<file path="src/rtl/jtdsp16_mac.sv">
// Pipelined signed multiply-accumulate unit for the DSP16 datapath.
// Operands are registered, multiplied in stage 2, and folded into a guard-bit accumulator in stage 3.
module jtdsp16_mac #(
  parameter  int DW    = 16,
  parameter  int GUARD = 4,
  parameter  int ACCN  = 2,
  localparam int AS    = (ACCN > 1) ? $clog2(ACCN) : 1,
  localparam int AW    = 2*DW + GUARD
)(
  input  logic          clk,
  input  logic          rst_n,
  input  logic          cen,
  input  logic [DW-1:0] x_in,
  input  logic [DW-1:0] y_in,
  input  logic          issue,
  input  logic [2:0]    op,
  input  logic [AS-1:0] acc_sel,
  input  logic [1:0]    pshift,
  input  logic          sat_en,
  input  logic [AS-1:0] rd_sel,
  input  logic          ov_clr,
  output logic [DW-1:0] acc_dout,
  output logic [ACCN-1:0] ov,
  output logic [2:0]    flags,
  output logic          busy
);

  localparam int STAGES = 2;

  typedef struct packed {
    logic [2:0]    op;
    logic [AS-1:0] sel;
    logic [1:0]    psh;
  } ctl_t;

  logic [STAGES:1]         r_vld_pipe;
  logic [DW-1:0]           r_x, r_y;
  ctl_t                    r_ctl1, r_ctl2;
  logic [2*DW-1:0]         r_p;
  logic [ACCN-1:0][AW-1:0] r_acc;
  logic [ACCN-1:0]         r_ov;
  logic [2:0]              r_flags;

  logic signed [2*DW-1:0]  w_px, w_py, w_prod;
  logic signed [AW-1:0]    w_pext, w_pe;
  logic [AW-1:0]           w_cur, w_res;
  logic                    w_sel_ok, w_wr, w_ovf;
  logic [ACCN-1:0]         w_ov_nxt;
  logic [AW-DW-1:0]        w_top;
  logic                    w_rd_ok, w_sat;

  // Stages 1 and 2: operand capture, then full-width signed product
  assign w_px   = {{DW{r_x[DW-1]}}, r_x};
  assign w_py   = {{DW{r_y[DW-1]}}, r_y};
  assign w_prod = w_px * w_py;

  always_ff @(posedge clk or negedge rst_n) begin
    if (!rst_n) begin
      r_vld_pipe <= '0;
      r_x        <= '0;
      r_y        <= '0;
      r_ctl1     <= '0;
      r_ctl2     <= '0;
      r_p        <= '0;
    end else if (cen) begin
      r_vld_pipe <= {r_vld_pipe[1], issue};
      if (issue) begin
        r_x    <= x_in;
        r_y    <= y_in;
        r_ctl1 <= {op, acc_sel, pshift};
      end
      if (r_vld_pipe[1]) begin
        r_p    <= w_prod;
        r_ctl2 <= r_ctl1;
      end
    end
  end

  // Stage 3: scale product, combine with the live accumulator value
  assign w_pext   = {{GUARD{r_p[2*DW-1]}}, r_p};
  assign w_sel_ok = (32'(r_ctl2.sel) < ACCN);
  assign w_cur    = w_sel_ok ? r_acc[r_ctl2.sel] : '0;

  always_comb begin
    w_pe = w_pext;
    case (r_ctl2.psh)
      2'd0:    w_pe = w_pext;
      2'd2:    w_pe = w_pext <<< 2;
      default: w_pe = w_pext >>> 2;
    endcase
  end

  always_comb begin
    w_res = '0;
    case (r_ctl2.op)
      3'd1:    w_res = w_pe;
      3'd2:    w_res = w_cur + w_pe;
      3'd3:    w_res = w_cur - w_pe;
      3'd5:    w_res = {w_cur[AW-1:DW] + {{(AW-DW-1){1'b0}}, w_cur[DW-1]}, {DW{1'b0}}};
      default: w_res = '0;
    endcase
  end

  assign w_wr  = r_vld_pipe[2] && w_sel_ok && (r_ctl2.op != 3'd0) && (r_ctl2.op <= 3'd5);
  assign w_ovf = !(&w_res[AW-1:2*DW-1]) && (|w_res[AW-1:2*DW-1]);

  // A fresh overflow beats both the global clear and the op=4 clear
  always_comb begin
    w_ov_nxt = ov_clr ? '0 : r_ov;
    if (w_wr) begin
      if (r_ctl2.op == 3'd4) w_ov_nxt[r_ctl2.sel] = 1'b0;
      if (w_ovf)             w_ov_nxt[r_ctl2.sel] = 1'b1;
    end
  end

  always_ff @(posedge clk or negedge rst_n) begin
    if (!rst_n) begin
      r_acc   <= '0;
      r_ov    <= '0;
      r_flags <= '0;
    end else if (cen) begin
      r_ov <= w_ov_nxt;
      if (w_wr) begin
        r_acc[r_ctl2.sel] <= w_res;
        r_flags           <= {w_res[AW-1], (w_res == '0), w_ovf};
      end
    end
  end

  // Readout: high product word, clamped when guard bits disagree with the sign
  assign w_rd_ok = (32'(rd_sel) < ACCN);
  assign w_top   = w_rd_ok ? r_acc[rd_sel][AW-1:DW] : '0;
  assign w_sat   = sat_en && !(&w_top[AW-DW-1:DW-1]) && (|w_top[AW-DW-1:DW-1]);

  always_comb begin
    acc_dout = w_top[DW-1:0];
    if (w_sat) acc_dout = w_top[AW-DW-1] ? {1'b1, {(DW-1){1'b0}}} : {1'b0, {(DW-1){1'b1}}};
  end

  assign ov    = r_ov;
  assign flags = r_flags;
  assign busy  = |r_vld_pipe;

endmodule

</file>
<file path="config.mk">
export PLATFORM = sky130hd
export DESIGN_NAME = jtdsp16_mac
export DESIGN_NICKNAME = d
export VERILOG_FILES = /design/src/rtl/jtdsp16_mac.sv
export SDC_FILE = /design/constraint.sdc
export NUM_CORES = 1
export LEC_CHECK = 0
export ABC_AREA = 1
export CORE_AREA = 4 4 225 161
export DETAILED_ROUTE_END_ITERATION = 7
export DIE_AREA = 0 0 229 165
export PLACE_DENSITY_LB_ADDON = 0.15
export SLEW_MARGIN = 30
export SYNTH_ARGS = -nofsm -noshare
export SYNTH_HDL_FRONTEND = slang
export SYNTH_SLANG_ARGS = --single-unit
</file>
<file path="constraint.sdc">
create_clock -name clk -period 9.3 [get_ports clk]
set_input_delay 2.79 -clock clk [delete_from_list [all_inputs] [get_ports clk]]
set_output_delay 2.79 -clock clk [all_outputs]
set_load 0.03 [all_outputs]
</file>
Yosys cells after proc, flatten, opt, wreduce, memory -nomap -nowiden
Index checks and enable logic that the tools add are counted.
- register bits: 155
- latch bits: 0
- RAM bits: 0
- ROM bits: 0
- word-level logic and storage cells: 68
- memories kept: 0
- add/sub/neg operators: 3
- multiply operators: 1
- div/mod/pow operators: 0
- magnitude comparators: 4
- equality and inequality tests: 6
- shifts and indexed selects: 0
- multiplexer cells: 18
- bitwise logic cells: 3
- reductions and logical operators: 19
- operators by type and width (kind ; number):
    $mux W36 ; 5
    $pmux W36 S4 ; 1
    $bwmux W72 ; 1
    $pmux W33 S2 ; 1
    $add A36 B36 Y36 ; 1
    $demux W36 S1 ; 1
    $logic_not A36 Y1 ; 1
    $sub A36 B36 Y36 ; 1
    $mul A16 B16 Y32 ; 1
    $mux W16 ; 2
    $add A20 B1 Y20 ; 1
    $mux W2 ; 5
    $reduce_and A5 Y1 ; 2
    $reduce_or A5 Y1 ; 2
    $eq A3 B2 Y1 const B ; 2
    $eq A3 B3 Y1 const B ; 2
    $logic_and A1 B1 Y1 ; 6
    $reduce_and A2 Y1 ; 3
    $lt A1 B2 Y1 const B ; 2
    $eq A3 B1 Y1 const B ; 1
    $le A3 B3 Y1 const B ; 1
    $reduce_bool A3 Y1 ; 1
    $and A2 B2 Y2 ; 1
    $eq A2 B2 Y1 const B ; 1
    other kinds (8) ; 9

Depth between registers and ports, before layout
- depth after elaboration: 11
- mapped depth: 39

Worst setup path after synthesis
Ideal clock, no wire load.
- kind: in2out
- start point: input rd_sel
- end point: output acc_dout[15]
- arrival time: 4.662 ns
- slack: 1.848 ns
- stages on the path: 8
- path buffers: 2
- path through: clkbuf_1 o21ai_0 nor3_1 nand3_1 nand3_1 or2_2 clkbuf_1 a21boi_0
- word-level cells in the longest chain between the ends: 7
- ends and longest elaborated chain (item ; RTL line ; text):
    start, declared ; 20 ; input logic [AS-1:0] rd_sel,
    $mux W36 (implied by the code) * (2 in series) ; 132 ; assign w_top = w_rd_ok ? r_acc[rd_sel][AW-1:DW] : '0;
    $reduce_and A5 Y1 ; 133 ; assign w_sat = sat_en && !(&w_top[AW-DW-1:DW-1]) && (|w_top[AW-DW-1:DW-1]);
    $logic_not A1 Y1 ; 133 ;
    $logic_and A1 B1 Y1 (2 in series) ; 133 ;
    $mux W16 * ; 137 ; if (w_sat) acc_dout = w_top[AW-DW-1] ? {1'b1, {(DW-1){1'b0}}} : {1'b0, {(DW-1){1'b1}}};
    end, declared ; 22 ; output logic [DW-1:0] acc_dout,
Every way passes the cells marked *; elsewhere a longest branch is shown, timed or not. The select of a mux whose other input is x is not followed.

Final worst setup path
- start point: input rd_sel
- end point: output acc_dout[8]
Same word-level chain as after synthesis.

==> reports/results.txt <==
Seq/Total Area, Yosys: 0.176
DRT Pass-1 Iters: 6
Status: finished, final reports clean
CP required: 6510 ps
Worst slack, placed: 739 ps
Crit path kind: input port to output port
Minimum clock period: 8590 ps
Drt drc: 0
Total negative slack: 0 ps
DPL Wire Length: 51.3 mm
Crit-path max FO: 36
Final core utilization: 0.685
Setup ws final: 710 ps
Hold-fix buffers, CTS: 0
Port bufs: 66
Layout area overhead: 6.53%
Max Slew Vio Count: 0
Congestion Overflow GR: 0
Maximum number of pins on one net before global-route repair: 88
Number of flops mapped to enable cells by yosys: 0
Top_reg_cell synth: dfrtp_1
Slew margin rel.: 0.399
Gate Count Post-Synth: 3091
Std cell rows: 57
Overall routed net length: 63.7 mm
Tot GR Track Use: 0.349
Clock-pin slew on the worst setup and hold paths: 70 ps
Fill count: 2966
CTS tree: yes
DRT iter0 DRCs: 2134
Vias in the first global route: 19600
First-pass GRT wire length: 104 mm
CTS Root Cell: clkbuf_16
Initial Util: 0.643
Total CTS buffers: 17
Tightest Pin Transition: 894 ps
CTS sink cnt: 155
Hold wc startpoint: r_acc[1]$_DFFE_PN0P_
Die W: 229 µm
Clk Latency, worst-skew pair: 450 ps
Core region area: 34200 µm²
H-tree depth: 4
Final ANT Viol Nets: 0
Syn nets: 3519
Routability cong.: 1.01
Post-CTS Setup Repair Bufs: 0
Final number of setup-violating endpoints: 0
Layout net count: 3499
Fin crit share: 0.924
Register bit total from synthesis: 155
Max-Cap Viols: 0
Die height: 165 µm
Final Hold Vio Count: 0
Yosys cell types: 53
Clock tree buffer depth: 2
Critical Path AT: 5800 ps
CP Capture Type: output port
Yosys warnings: 0
FMAX: 116 MHz
Detailed-route via count: 19900
Num ports: 67
Post_cts resized: 0
Worst Hold Class: flop to flop
Mean Syn Cell Area: 7.12 µm²
Asr flop ratio synth: 1.00
Initial antenna violation count: 1
Layout cells sized above 1: 0.0590
Via density: 5.64
RSZ-0062 raised after global routing: false
Worst Setup Start Kind: input port
R2r setup slk: 2260 ps
Reg2Reg Launch Point: r_y[2]$_DFFE_PN0P_
Die area: 37800 µm²
Routed length per instance: 18.1 µm
Mapped cell area: 22000 µm²
Critical Path Source: rd_sel
Worst Skew: 13.5 ps
[worst max-delay path, cell delays in order]
cell and delay (ps):
clkdlybuf4s50_1 530, buf_4 320, nand2_1 80, o21ai_0 110
nor3_1 100, nand3_1 80, nand3_1 410, or2_2 590
nand2_1 110, clkdlybuf4s50_1 690
[sequential cells by signal (all words and copies together) (netlist names)]
name	flops
r_ctl1	6
r_vld_pipe	2
r_p	32
r_ctl2	6
r_y	16
r_x	16
flags	3
ov	2
r_acc	72
[cells in the mapped netlist, types with 5 or more instances]
master | number | area share
nand2_1 | 906 | 0.15
inv_1 | 633 | 0.11
fa_1 | 263 | 0.24
nor2_1 | 192 | 0.033
o21ai_0 | 176 | 0.040
dfrtp_1 | 155 | 0.18
ha_1 | 120 | 0.068
clkbuf_1 | 106 | 0.018
nand3_1 | 104 | 0.024
a21oi_1 | 99 | 0.023
xor2_1 | 45 | 0.018
mux2_2 | 29 | 0.015
nor3_1 | 28 | 0.0064
or2_2 | 27 | 0.0077
xnor2_1 | 19 | 0.0076
nor2_2 | 17 | 0.0048
o21ai_2 | 16 | 0.0064
a31oi_1 | 15 | 0.0043
nand4_1 | 15 | 0.0043
o211ai_1 | 15 | 0.0051
o21bai_1 | 10 | 0.0034
inv_2 | 9 | 0.0015
nand2_2 | 9 | 0.0026
o21ai_1 | 8 | 0.0018
buf_6 | 7 | 0.0036
a21o_1 | 5 | 0.0017
buf_2 | 5 | 0.0011
nand3b_1 | 5 | 0.0017
[final timing paths]
| check | to | depth (start not counted) |
|---|---|---|
| max reg2reg | r_p[26]$_DFFE_PN0P_ | 24 |
| min | r_acc[1]$_DFFE_PN0P_ | 2 |
| max in group asynchronous | r_ctl2[2]$_DFFE_PN0P_ | 2 |
| min reg2reg | r_acc[1]$_DFFE_PN0P_ | 2 |
| max | acc_dout[8] | 10 |
| min in group asynchronous | r_x[1]$_DFFE_PN0P_ | 1 |
[routing by layer]
layer / track usage / vias up / wire length (µm)
met1: 0.519 / 9549 / 28500
met2: 0.531 / 961 / 27200
li1: - / 9292 / -
met5: 0 / - / 0
met3: 0.0734 / 104 / 6900
met4: 0.0746 / 0 / 1180
[kinds of logic after synthesis]
kind of cell               share of synthesized area
AOI/OAI and AO/OA                             0.0930
xor gates and xnor gates                      0.0255
and+or+nand+nor                                0.248
adders and majority gates                      0.307
DFF                                            0.176
buffers and inverters                          0.134
muxes                                         0.0153
[cells in the final DEF (no fill, tap or decap), types with 4 or more instances in the layout]
cell type	count
clkinv_1	4
o21bai_1	10
nor2_1	189
dfrtp_1	154
o21ai_1	8
nand4_1	15
inv_8	4
nand2_2	10
xnor2_1	19
o22ai_1	4
nor2_2	19
fa_1	263
clkbuf_16	17
nand3_1	104
o21ai_2	16
o21ai_0	176
a211oi_1	4
nand3b_1	5
clkdlybuf4s50_1	64
a31oi_1	15
a21boi_0	4
inv_1	632
a21oi_1	99
nand3_2	4
inv_2	10
or2_2	27
a21o_1	5
xor2_1	45
ha_1	120
mux2_2	29
nor3_1	28
nand2_1	905
nor2_4	5
o211ai_1	15
buf_4	19
[layout make-up]
type / count / area [µm²] / area share
Timing Repair Buffer: 84 / 795 / 0.0339
Sequential cell: 155 / 3880 / 0.165
Clock inverter: 15 / 183 / 0.00779
Multi-Input combinational cell: 2167 / 15200 / 0.648
Clock buffer: 17 / 425 / 0.0181
Inverter: 646 / 2420 / 0.103
Tap cell: 442 / 553 / 0.0236
Antenna cell: 1 / 2.50 / 0.000107
[through the flow]
step / area (µm²) / hold slack [ps] / instances
6_report: 23500 / 475 / 3527
3_5_place_dp: 22800 / 460 / 3494
3_3_place_gp: 22800 / 453 / 3494
4_1_cts: 23500 / 476 / 3526
2_1_floorplan: 22000 / 437 / 3091
5_1_grt: 23500 / 486 / 3527
Power is not shown: default switching activity piles up to over one toggle a cycle in this logic, so the estimate is an artifact.
